### config.mk
export PLATFORM = sky130hd
export DESIGN_NAME = pipe_hazard_ctrl
export DESIGN_NICKNAME = d
export VERILOG_FILES = /design/src/rtl/pipe_ctrl_pkg.sv /design/src/rtl/sat_counter.sv /design/src/rtl/pipe_hazard_ctrl.sv
export SDC_FILE = /design/constraint.sdc
export NUM_CORES = 1
export LEC_CHECK = 0
export BUFFER_PORTS_ARGS = -buffer_cell sky130_fd_sc_hd__buf_4
export CAP_MARGIN = 40
export CORE_UTILIZATION = 50
export CTS_BUF_LIST = sky130_fd_sc_hd__clkbuf_8
export DETAILED_ROUTE_END_ITERATION = 6
export PLACE_DENSITY = 0.77
export SLEW_MARGIN = 20
export SYNTH_ARGS = -nofsm -noshare
export SYNTH_HDL_FRONTEND = slang
export SYNTH_SLANG_ARGS = --single-unit
### constraint.sdc
create_clock -name clk -period 3.75 [get_ports clk]
set_clock_uncertainty 0.2 [all_clocks]
set_input_delay 0.375 -clock clk [delete_from_list [all_inputs] [get_ports clk]]
set_output_delay 0.375 -clock clk [all_outputs]
set_load 0.02 [all_outputs]
### src/rtl/pipe_ctrl_pkg.sv
// Shared types and constants for the pipeline hazard controller.
// Holds the FSM encoding, the register-index width and the hard-wired zero register.
package pipe_ctrl_pkg;

    localparam int REG_W = 5;
    localparam int SEQ_W = 3;
    localparam logic [REG_W-1:0] REG_ZERO = '0;

    typedef enum logic [1:0] {
        RUN      = 2'd0,
        LD_STALL = 2'd1,
        FLUSH    = 2'd2,
        MEM_WAIT = 2'd3
    } state_t;

endpackage

### src/rtl/sat_counter.sv
// Saturating up-counter with a synchronous clear that takes priority over increment.
module sat_counter #(
    parameter int W = 16
) (
    input  logic         clk,
    input  logic         rst_b,
    input  logic         inc,
    input  logic         clr,
    output logic [W-1:0] count
);

    always_ff @(posedge clk or negedge rst_b) begin
        if (!rst_b) begin
            count <= '0;
        end else if (clr) begin
            count <= '0;
        end else if (inc && (count != {W{1'b1}})) begin
            count <= count + W'(1);
        end
    end

endmodule

### src/rtl/pipe_hazard_ctrl.sv
// Front-end hazard controller: decides advance / stall / flush / freeze for PC, IF/ID and ID/IX.
// Control outputs are combinational from the current state and this cycle's hazard inputs.
module pipe_hazard_ctrl
    import pipe_ctrl_pkg::*;
#(
    parameter int LOAD_USE_STALL = 1,
    parameter int FLUSH_DEPTH    = 1,
    parameter int CNT_W          = 16
) (
    input  logic             clk,
    input  logic             rst_b,
    input  logic [4:0]       id_rs,
    input  logic [4:0]       id_rt,
    input  logic             id_uses_rs,
    input  logic             id_uses_rt,
    input  logic [4:0]       ix_dest,
    input  logic             ix_write_to_reg,
    input  logic             ix_is_load,
    input  logic             branch_taken,
    input  logic             mem_busy,
    input  logic             perf_clr,
    output logic             pc_we,
    output logic             ifid_we,
    output logic             ifid_flush,
    output logic             idix_we,
    output logic             idix_bubble,
    output logic [1:0]       state_out,
    output logic [CNT_W-1:0] stall_cnt,
    output logic [CNT_W-1:0] flush_cnt
);

    localparam logic [SEQ_W-1:0] LUS_INIT   = SEQ_W'(LOAD_USE_STALL - 1);
    localparam logic [SEQ_W-1:0] FLUSH_INIT = SEQ_W'(FLUSH_DEPTH - 1);

    state_t           state, next_state;
    state_t           ret_state, next_ret;
    state_t           eff_state;
    logic [SEQ_W-1:0] cnt, next_cnt;
    logic             load_use;
    logic             pc_raw, ifid_raw, idix_raw, bub_raw, flush_raw, flush_evt;

    assign load_use = ix_is_load && ix_write_to_reg && (ix_dest != REG_ZERO) &&
                      ((id_uses_rs && (id_rs == ix_dest)) || (id_uses_rt && (id_rt == ix_dest)));

    always_ff @(posedge clk or negedge rst_b) begin
        if (!rst_b) begin
            state     <= RUN;
            ret_state <= RUN;
            cnt       <= '0;
        end else begin
            state     <= next_state;
            ret_state <= next_ret;
            cnt       <= next_cnt;
        end
    end

    always_comb begin
        next_state = state;
        next_ret   = ret_state;
        next_cnt   = cnt;
        pc_raw     = 1'b1;
        ifid_raw   = 1'b1;
        idix_raw   = 1'b1;
        bub_raw    = 1'b0;
        flush_raw  = 1'b0;
        flush_evt  = 1'b0;
        // Leaving MEM_WAIT behaves exactly like the state that was interrupted.
        eff_state  = (state == MEM_WAIT) ? ret_state : state;
        if (mem_busy) begin
            pc_raw     = 1'b0;
            ifid_raw   = 1'b0;
            idix_raw   = 1'b0;
            next_state = MEM_WAIT;
            if (state != MEM_WAIT) next_ret = state;
        end else begin
            next_state = eff_state;
            case (eff_state)
                FLUSH: begin
                    flush_raw = 1'b1;
                    bub_raw   = 1'b1;
                    next_cnt  = cnt - SEQ_W'(1);
                    if (next_cnt == '0) next_state = RUN;
                end
                default: begin
                    if (branch_taken) begin
                        flush_raw = 1'b1;
                        bub_raw   = 1'b1;
                        flush_evt = 1'b1;
                        if (FLUSH_DEPTH > 1) begin
                            next_state = FLUSH;
                            next_cnt   = FLUSH_INIT;
                        end else begin
                            next_state = RUN;
                            next_cnt   = '0;
                        end
                    end else if (eff_state == LD_STALL) begin
                        pc_raw   = 1'b0;
                        ifid_raw = 1'b0;
                        bub_raw  = 1'b1;
                        next_cnt = cnt - SEQ_W'(1);
                        if (next_cnt == '0) next_state = RUN;
                    end else if (load_use) begin
                        pc_raw   = 1'b0;
                        ifid_raw = 1'b0;
                        bub_raw  = 1'b1;
                        if (LOAD_USE_STALL > 1) begin
                            next_state = LD_STALL;
                            next_cnt   = LUS_INIT;
                        end
                    end
                end
            endcase
        end
    end

    // Reset overrides the decoded controls so the pipeline holds with a bubble in ID/IX.
    assign pc_we       = rst_b & pc_raw;
    assign ifid_we     = rst_b & ifid_raw;
    assign idix_we     = rst_b & idix_raw;
    assign ifid_flush  = rst_b & flush_raw;
    assign idix_bubble = ~rst_b | bub_raw;
    assign state_out   = rst_b ? state : RUN;

    sat_counter #(.W(CNT_W)) u_stall_cnt (
        .clk   (clk),
        .rst_b (rst_b),
        .inc   (~pc_we),
        .clr   (perf_clr),
        .count (stall_cnt)
    );

    sat_counter #(.W(CNT_W)) u_flush_cnt (
        .clk   (clk),
        .rst_b (rst_b),
        .inc   (flush_evt),
        .clr   (perf_clr),
        .count (flush_cnt)
    );

endmodule

==> results of run 1 <==
cell type report:
cell class	count	area [um^2]
sequential	39	976
fill	374	1480
multi-input combinational	201	1250
clock buffer	7	96.3
timing repair buffer	64	483
clock inverter	1	3.75
tap	52	65.1
inverter	7	26.3
where the power goes:
part           switching (mW)  internal (mW)
logic                   0.166          0.126
registers              0.0428          0.462
clock network           0.140          0.165
metal layers:
layer,track usage,vias up,wire (um),share of wire
li1,-,1031,-,-
met1,0.310,1017,2420,0.47
met2,0.357,40,2470,0.48
met3,0.0538,5,203,0.039
met4,0.0533,0,51,0.0099
met5,0,-,0,0
worst max-delay path by stage:
stage / cells after the start / endpoint / from
6_report: 7 / u_stall_cnt.count[12] / u_stall_cnt.count[10]
4_1_cts: 7 / u_stall_cnt.count[12] / u_stall_cnt.count[10]
2_1_floorplan: 8 / u_stall_cnt.count[12] / u_stall_cnt.count[10]
5_1_grt: 7 / u_stall_cnt.count[12] / u_stall_cnt.count[10]
3_5_place_dp: 7 / u_stall_cnt.count[10] / u_stall_cnt.count[10]
3_3_place_gp: 7 / u_stall_cnt.count[12] / u_stall_cnt.count[10]
registers in the layout, indices dropped and copies added, names as in the netlist:
| name | count |
|---|---|
| ret_state | 2 |
| u_stall_cnt.count | 16 |
| state | 2 |
| u_flush_cnt.count | 16 |
| cnt | 3 |
cells in the mapped netlist, types with 2 or more instances:
| library cell | number |
|---|---|
| dfrtp_1 | 39 |
| or3_1 | 7 |
| xnor2_1 | 20 |
| nor3_1 | 4 |
| nor2_1 | 36 |
| a21oi_1 | 13 |
| nand4_1 | 7 |
| and3_1 | 5 |
| and4_1 | 4 |
| inv_1 | 7 |
| o41a_1 | 2 |
| mux2i_1 | 2 |
| ha_1 | 4 |
| nand3_1 | 15 |
| nor2b_1 | 5 |
| clkbuf_1 | 4 |
| nand2_1 | 20 |
| nand2b_1 | 2 |
| mux2_4 | 2 |
| xor2_1 | 6 |
| buf_4 | 2 |
| a21o_1 | 2 |
| o21ai_0 | 12 |
| o31ai_1 | 6 |
| and2_1 | 5 |
| or4_1 | 7 |
logic make-up after synthesis:
kind of cell / after synthesis / synth area share
simple gates: 124 / 0.283
compound gates: 42 / 0.114
flops: 39 / 0.425
xor+xnor: 26 / 0.0992
buf+inv: 14 / 0.0294
fa+ha+maj: 4 / 0.0218
mux: 5 / 0.0267
critical path: cells and delay by family (launching register included):
| family | cells | cell delay (ns) |
|---|---|---|
| mux | 1 | 0.30 |
| simple gates | 5 | 1.40 |
| compound gates | 1 | 0.30 |
| flops | 1 | 0.42 |
==> results.ini, run 1 <==
[synthesis]
synth-edff-count=0
synth_flop_cell=dfrtp_1
ys_top_cells_by_area=dfrtp_1 (43%), xnor2_1 (7.6%), nor2_1 (5.9%)
netlist_area_um2=2300
ys_ff_latch=39
async_flop_share=1.00
syn-num-nets=282
syn_inst=254
synth_largest_area_cell=dfrtp_1
yosysSeqAreaShare=0.425
synth_cell_types=42
synth_top_area_share=0.425
yosys_warnings=0
syn_area_per_cell_um2=9.04

[detailed_routing]
wl_um=5150
wire_per_inst_um=13.9
first_pass_iters=4
vias=2093
drtIter0Drc=156
drcViolationCount=0
viasPerCell=5.64
ant_nets=0

[power]
peakVddDrop_v=0.000339
total_power_mw=1.10
power_leakage_nw=1.29
power.density_nw_per_um2=380

[cells_and_area]
post-route-cell-area_um2=2900
drive_above_1_share=0.245
nets=346
diodes=0
layoutNonFillerInstCount=371
utilization=0.662
layout_commonest_cell=buf_4
synthToLayoutAreaGrowth_pct=26.4
most-common-layout-cells=buf_4 (63), dfrtp_1 (39), nor2_1 (36)

[setup_path]
critPathRequiredTime_ns=3.72
reg2reg_to=u_stall_cnt.count[12]
endpoint_kind=flop
slowest_stage=or4_1
crit_fanout=26
critPathMaxStageDelay_ns=0.54
reg2reg_depth=7
critPathKind=reg2reg
cp_data_arrival_time_ns=2.73
reg2reg_from=u_stall_cnt.count[10]
r2r_slack_ns=1.0
cp_cell_sequence=nand2_2 -> or2_0 -> or4_1 -> a41o_1 -> nor2_4 -> nor4_2 -> mux2_4
start_kind=flop

[global_routing]
grt-ovfl-total=0
antenna_found_initial=0
grt_max_degree=43
grt_util_all_layers=0.225
grt_pass1_vias=1898
grt_pass1_wl_um=8850

[sta]
fmax_ghz=0.363
finalSetupTns_ns=0
rsz0062_at_grt=false
finalHoldWorstSlack_ns=0.120
period_share=0.734
worst_slew_pin_slew_ns=0.523
min_period_ns=2.75
finalMaxSlewViolations=0
fin_ws_ns=0.996
timing.slew.headroom=0.650
setup_violations=0
final_hold_viol_count=0

[floorplan]
die_w_um=69.8
rows=24
initial_core_util=0.524
dieArea_um2=4870
ioPinCount=63
die_y_um=69.8
core_region_area_um2=4380

[run]
cap_violations=0

[hold_path]
min_path_type=in2reg
holdPathStages=2
hold_start=branch_taken
worstHoldEndpoint=state[0]

[clocking]
htree_levels=2
cts_buffers=5
clk_pin_slew_ns=0.08
clk_latency_ns=0.29
post_cts_buffers=0
cts_sinks=39
clock_path_buffers=2
cts_tree=built
clockRootBuffer=clkbuf_8
postCtsHoldBufs=1
post_cts_resized=0

[place]
dp.cells=362
io_buffer_count=62
hpwl_um=3790
postPlaceCellArea_um2=2790
gp_congestion=0.756
pre_cts_slack_ns=1.04

[status]
run_status=finished, final reports clean

(Power assumes the default switching activity.)
==> inputs of run 2 (changes only) <==
--- a/config.mk
+++ b/config.mk
@@ -7,10 +7,10 @@
 export LEC_CHECK = 0
 export BUFFER_PORTS_ARGS = -buffer_cell sky130_fd_sc_hd__buf_4
 export CAP_MARGIN = 40
-export CORE_UTILIZATION = 50
+export CORE_UTILIZATION = 49
 export CTS_BUF_LIST = sky130_fd_sc_hd__clkbuf_8
 export DETAILED_ROUTE_END_ITERATION = 6
-export PLACE_DENSITY = 0.77
+export PLACE_DENSITY = 0.78
 export SLEW_MARGIN = 20
 export SYNTH_ARGS = -nofsm -noshare
 export SYNTH_HDL_FRONTEND = slang
==> constraint.sdc (replaced) <==
create_clock -name clk -period 2.5 [get_ports clk]
set_clock_uncertainty 0.2 [all_clocks]
set_input_delay 0.25 -clock clk [delete_from_list [all_inputs] [get_ports clk]]
set_output_delay 0.25 -clock clk [all_outputs]
set_load 0.02 [all_outputs]
==> run 2 against run 1 <==
- fmax is 13% higher
- first-iteration DRC count is 7.1% higher
- register-to-register slack worse by 0.93 ns
- worst hold slack better by 0.036 ns
- via count is 4.0% higher
- die area is 2.0% higher
- design area is 6.6% higher
- utilization is 3.9 points higher
==> results.ini, run 2 (same netlist as run 1, synthesis figures left out) <==
[clocking]
clk_pin_slew_ns=0.07
clockRootBuffer=clkbuf_8
clk_latency_ns=0.29
cts_tree=built
clock_path_buffers=2
cts_sinks=39
cts_buffers=5
htree_levels=2

[floorplan]
die_w_um=70.5
rows=24
dieArea_um2=4960
ioPinCount=63
die_y_um=70.5
core_region_area_um2=4410
initial_core_util=0.520

[setup_path]
crit_fanout=7
reg2reg_depth=8
endpoint_kind=flop
reg2reg_from=u_stall_cnt.count[13]
critPathRequiredTime_ns=2.48
r2r_slack_ns=0.07
start_kind=flop
cp_data_arrival_time_ns=2.41
reg2reg_to=u_stall_cnt.count[12]
critPathKind=reg2reg

[sta]
worst_slew_pin_slew_ns=0.515
final_hold_viol_count=0
setup_violations=0
finalMaxSlewViolations=0
timing.slew.headroom=0.656
period_share=0.972
fmax_ghz=0.411
fin_ws_ns=0.0690
min_period_ns=2.43

[cells_and_area]
drive_above_1_share=0.302
fillers=371
layout_commonest_cell=buf_4
most-common-layout-cells=buf_4 (77), nor2_1 (36), dfrtp_1 (35)
top_regs=u_flush_cnt.count: 16 flops, u_stall_cnt.count: 16 flops, cnt: 3 flops
nets=366
diodes=0
synthToLayoutAreaGrowth_pct=34.8

[global_routing]
grt_pass1_wl_um=9160
grt_pass1_vias=2025
grt-ovfl-total=0
antenna_found_initial=0
grt_util_all_layers=0.232
grt_max_degree=43

[power]
total_power_mw=1.69
peakVddDrop_v=0.000339
power.density_nw_per_um2=545
power_leakage_nw=1.39

[status]
run_status=finished, final reports clean

[hold_path]
min_path_type=in2reg
holdPathStages=4
hold_start=mem_busy
worstHoldEndpoint=state[0]

[detailed_routing]
drcViolationCount=0
wl_um=5610
ant_nets=0
vias=2177
drtIter0Drc=167
wire_per_inst_um=14.4
viasPerCell=5.58
first_pass_iters=4

[place]
pre_cts_slack_ns=0.0445
io_buffer_count=62
hpwl_um=4000
gp_congestion=0.744

[run]
cap_violations=0

==> run 2: changes by cell type in the layout (fill, tap and decap cells not counted), moves of 2 or more <==
cell | before | now
dfrtp_2 | 0 | 4
dfrtp_1 | 39 | 35
buf_6 | 0 | 2
buf_12 | 0 | 2
clkbuf_8 | 7 | 5
buf_4 | 63 | 77
==> run 2: final cells by class <==
cell class	count	area, um^2	area share
multi-input combinational	201	1260	0.407
sequential	39	981	0.317
timing repair buffer	84	686	0.222
clock buffer	5	68.8	0.0222
tap	52	65.1	0.0210
inverter	7	26.3	0.00849
clock inverter	2	7.51	0.00243
==> run 2: stage by stage <==
stage,hold slack (ns),TNS [ns],area (um^2),utilization,cells
finish,0.156,0,3090,0.701,390
global route,0.174,-0.0288,3090,0.701,390
CTS,0.155,0,3010,0.682,385
detailed placement,0.173,0,2920,0.660,376
global placement,0.169,0,2920,0.660,376
floorplan,-0.246,0,2300,-,254
==> run 2: worst max path at each step <==
| stage | startpoint | cells past startpoint | end |
|---|---|---|---|
| finish | u_stall_cnt.count[13] | 8 | u_stall_cnt.count[12] |
| global route | ret_state[1] | 9 | u_stall_cnt.count[11] |
| CTS | u_stall_cnt.count[13] | 8 | u_stall_cnt.count[4] |
| detailed placement | u_stall_cnt.count[13] | 8 | u_stall_cnt.count[4] |
| global placement | u_stall_cnt.count[13] | 7 | u_stall_cnt.count[12] |
| floorplan | u_stall_cnt.count[14] | 8 | u_stall_cnt.count[12] |
==> run 2: where the power goes <==
part / total (mW) / leakage, nW / internal, mW / switching, mW
registers: 0.745 / 0.521 / 0.693 / 0.0517
clock network: 0.398 / 0.0466 / 0.184 / 0.213
logic: 0.543 / 0.823 / 0.261 / 0.282
==> run 2: repair_timing <==
action	in CTS	in global routing
setup buffers	0	3
setup endpoints to repair	0	13
hold buffers	2	0
hold endpoints to repair	40	0
gates resized for setup	0	4
==> run 2: per-layer routing <==
metal,up-vias,share of wire,GRT usage
li1,1073,-,-
met1,1035,0.46,0.326
met2,61,0.48,0.359
met3,8,0.049,0.0476
met4,0,0.010,0.0689
met5,-,0,0
==> run 2: critical path: stages (launching register included) <==
cell     delay [ns]
dfrtp_2        0.36
nand3_1        0.13
or2_0          0.25
or4_4          0.53
a41o_1         0.23
nor2_4         0.14
buf_12         0.14
nor4_2         0.05
mux2_4         0.29
==> inputs of run 3 (changes only) <==
--- a/config.mk
+++ b/config.mk
@@ -7,10 +7,12 @@
 export LEC_CHECK = 0
 export BUFFER_PORTS_ARGS = -buffer_cell sky130_fd_sc_hd__buf_4
 export CAP_MARGIN = 40
-export CORE_UTILIZATION = 49
+export CELL_PAD_IN_SITES_DETAIL_PLACEMENT = 0
+export CELL_PAD_IN_SITES_GLOBAL_PLACEMENT = 1
+export CORE_UTILIZATION = 36
 export CTS_BUF_LIST = sky130_fd_sc_hd__clkbuf_8
 export DETAILED_ROUTE_END_ITERATION = 6
-export PLACE_DENSITY = 0.78
+export PLACE_DENSITY_LB_ADDON = 0.1
 export SLEW_MARGIN = 20
 export SYNTH_ARGS = -nofsm -noshare
 export SYNTH_HDL_FRONTEND = slang
==> run 3 against run 2 <==
- design area up 1.3%
- routed wire length is 0.75% higher
- non-clock buffer count grew 1
- register-to-register slack improved by 0.03 ns
- sequential share of layout area is 0.40 points lower
- utilization fell by 18 points
- worst hold slack worse by 0.0093 ns
- global-route usage shrank 4.7 points
- largest cell class unchanged
- largest power group unchanged
- highest routed layer unchanged
==> results.ini, run 3 (same netlist as run 1, synthesis figures left out) <==
[floorplan]
die_w_um=81.9
dieArea_um2=6700
initial_core_util=0.381
die_y_um=81.9
rows=28
ioPinCount=63
core_region_area_um2=6030

[hold_path]
holdPathStages=4
min_path_type=in2reg

[sta]
setup_violations=0
min_period_ns=2.40
final_hold_viol_count=0
finalMaxSlewViolations=0
fmax_ghz=0.416
finalHoldWorstSlack_ns=0.147
fin_ws_ns=0.0985
period_share=0.961
worst_slew_pin_slew_ns=0.545
rsz0062_at_grt=false
timing.slew.headroom=0.637
finalSetupTns_ns=0

[detailed_routing]
wl_um=5650
ant_nets=0
wire_per_inst_um=13.6
first_pass_iters=4
wl_met2_um=2680
topRoutingLayerUsed=met4
drtIter0Drc=109
vias=2125
drcViolationCount=0
viasPerCell=5.12
met3RoutedLength_um=248
m1WireLength_um=2630

[clocking]
clock_path_buffers=2
post_cts_buffers=0
cts_tree=built
htree_levels=2
clk_latency_ns=0.30
cts_sinks=39
cts_buffers=5
clk_pin_slew_ns=0.08
clockRootBuffer=clkbuf_8

[setup_path]
critPathKind=reg2reg
cp_data_arrival_time_ns=2.38
crit_fanout=9
critPathRequiredTime_ns=2.48
endpoint_kind=flop
reg2reg_depth=8
start_kind=flop

[global_routing]
grt-ovfl-total=0
grt_util_all_layers=0.184
antenna_found_initial=0
grt_pass1_wl_um=9290
grt_max_degree=43
grt_pass1_vias=1974

[cells_and_area]
layout_commonest_cell=buf_4
synthToLayoutAreaGrowth_pct=36.5
nets=367
top_regs=u_flush_cnt.count: 16 flops, u_stall_cnt.count: 16 flops, cnt: 3 flops
most-common-layout-cells=buf_4 (81), nor2_1 (36), dfrtp_1 (35)
diodes=0
drive_above_1_share=0.309

[power]
peakVddDrop_v=0.000396
power.density_nw_per_um2=572
power_leakage_nw=1.40

[place]
io_buffer_count=62
gp_congestion=0.765
pre_cts_slack_ns=0.0289
hpwl_um=4190

[run]
cap_violations=0

[status]
run_status=finished, final reports clean

run 3: cell types whose count changed in the layout (fill, tap and decap cells not counted), sizes merged:
cell	delta
buf	+2
inv	-2
bufinv	+1
clkinv	+1
run 3: final timing paths:
check / to / slack (ns) / start
min in group asynchronous: u_stall_cnt.count[5] / 0.39 / rst_b
max in group asynchronous: u_stall_cnt.count[13] / 1.31 / rst_b
worst min-delay path: state[0] / 0.15 / mem_busy
worst max register to register: u_stall_cnt.count[12] / 0.1 / u_stall_cnt.count[14]
worst max-delay path: u_stall_cnt.count[12] / 0.1 / u_stall_cnt.count[14]
worst min register to register: cnt[1] / 0.29 / cnt[1]
run 3: what timing repair did:
action	CTS	global route
hold buffers	2	0
endpoints found under the setup margin	0	5
endpoints found under the hold margin	40	0
gates resized for setup	0	3
run 3: metrics by stage:
| step | cells | instance area (um^2) | total power [mW] | util |
|---|---|---|---|---|
| final | 415 | 3130 | 1.79 | 0.520 |
| after global routing | 415 | 3130 | 1.90 | 0.520 |
| after floorplan | 254 | 2300 | 1.05 | - |
| after CTS | 415 | 3130 | 1.81 | 0.519 |
| after global placement | 405 | 2990 | 1.25 | 0.496 |
| after detailed placement | 405 | 2990 | 1.25 | 0.496 |
run 3: layout make-up:
class / instances / area, um^2
Inverter: 7 / 26.3
Clock inverter: 2 / 35.0
Clock buffer: 6 / 82.6
Sequential cell: 39 / 981
Tap cell: 75 / 93.8
Multi-Input combinational cell: 201 / 1260
Timing Repair Buffer: 85 / 659
Fill cell: 612 / 2890
run 3: power by group:
| part | internal, mW | switching, mW |
|---|---|---|
| clock | 0.323 | 0.228 |
| combinational | 0.226 | 0.267 |
| sequential | 0.693 | 0.0547 |
run 3: critical path, cell delays in order, from the launching register on:
cell	delay, ns
dfrtp_1	0.35
nand3_1	0.09
or2_0	0.24
or4_1	0.55
a41o_1	0.24
nor2_4	0.13
buf_6	0.15
nor4_2	0.05
mux2_4	0.29
run 3: per-layer routing:
layer	GRT usage	vias up
met5	0	-
met4	0.0561	0
met3	0.0456	8
met2	0.306	41
met1	0.235	1009
li1	-	1067
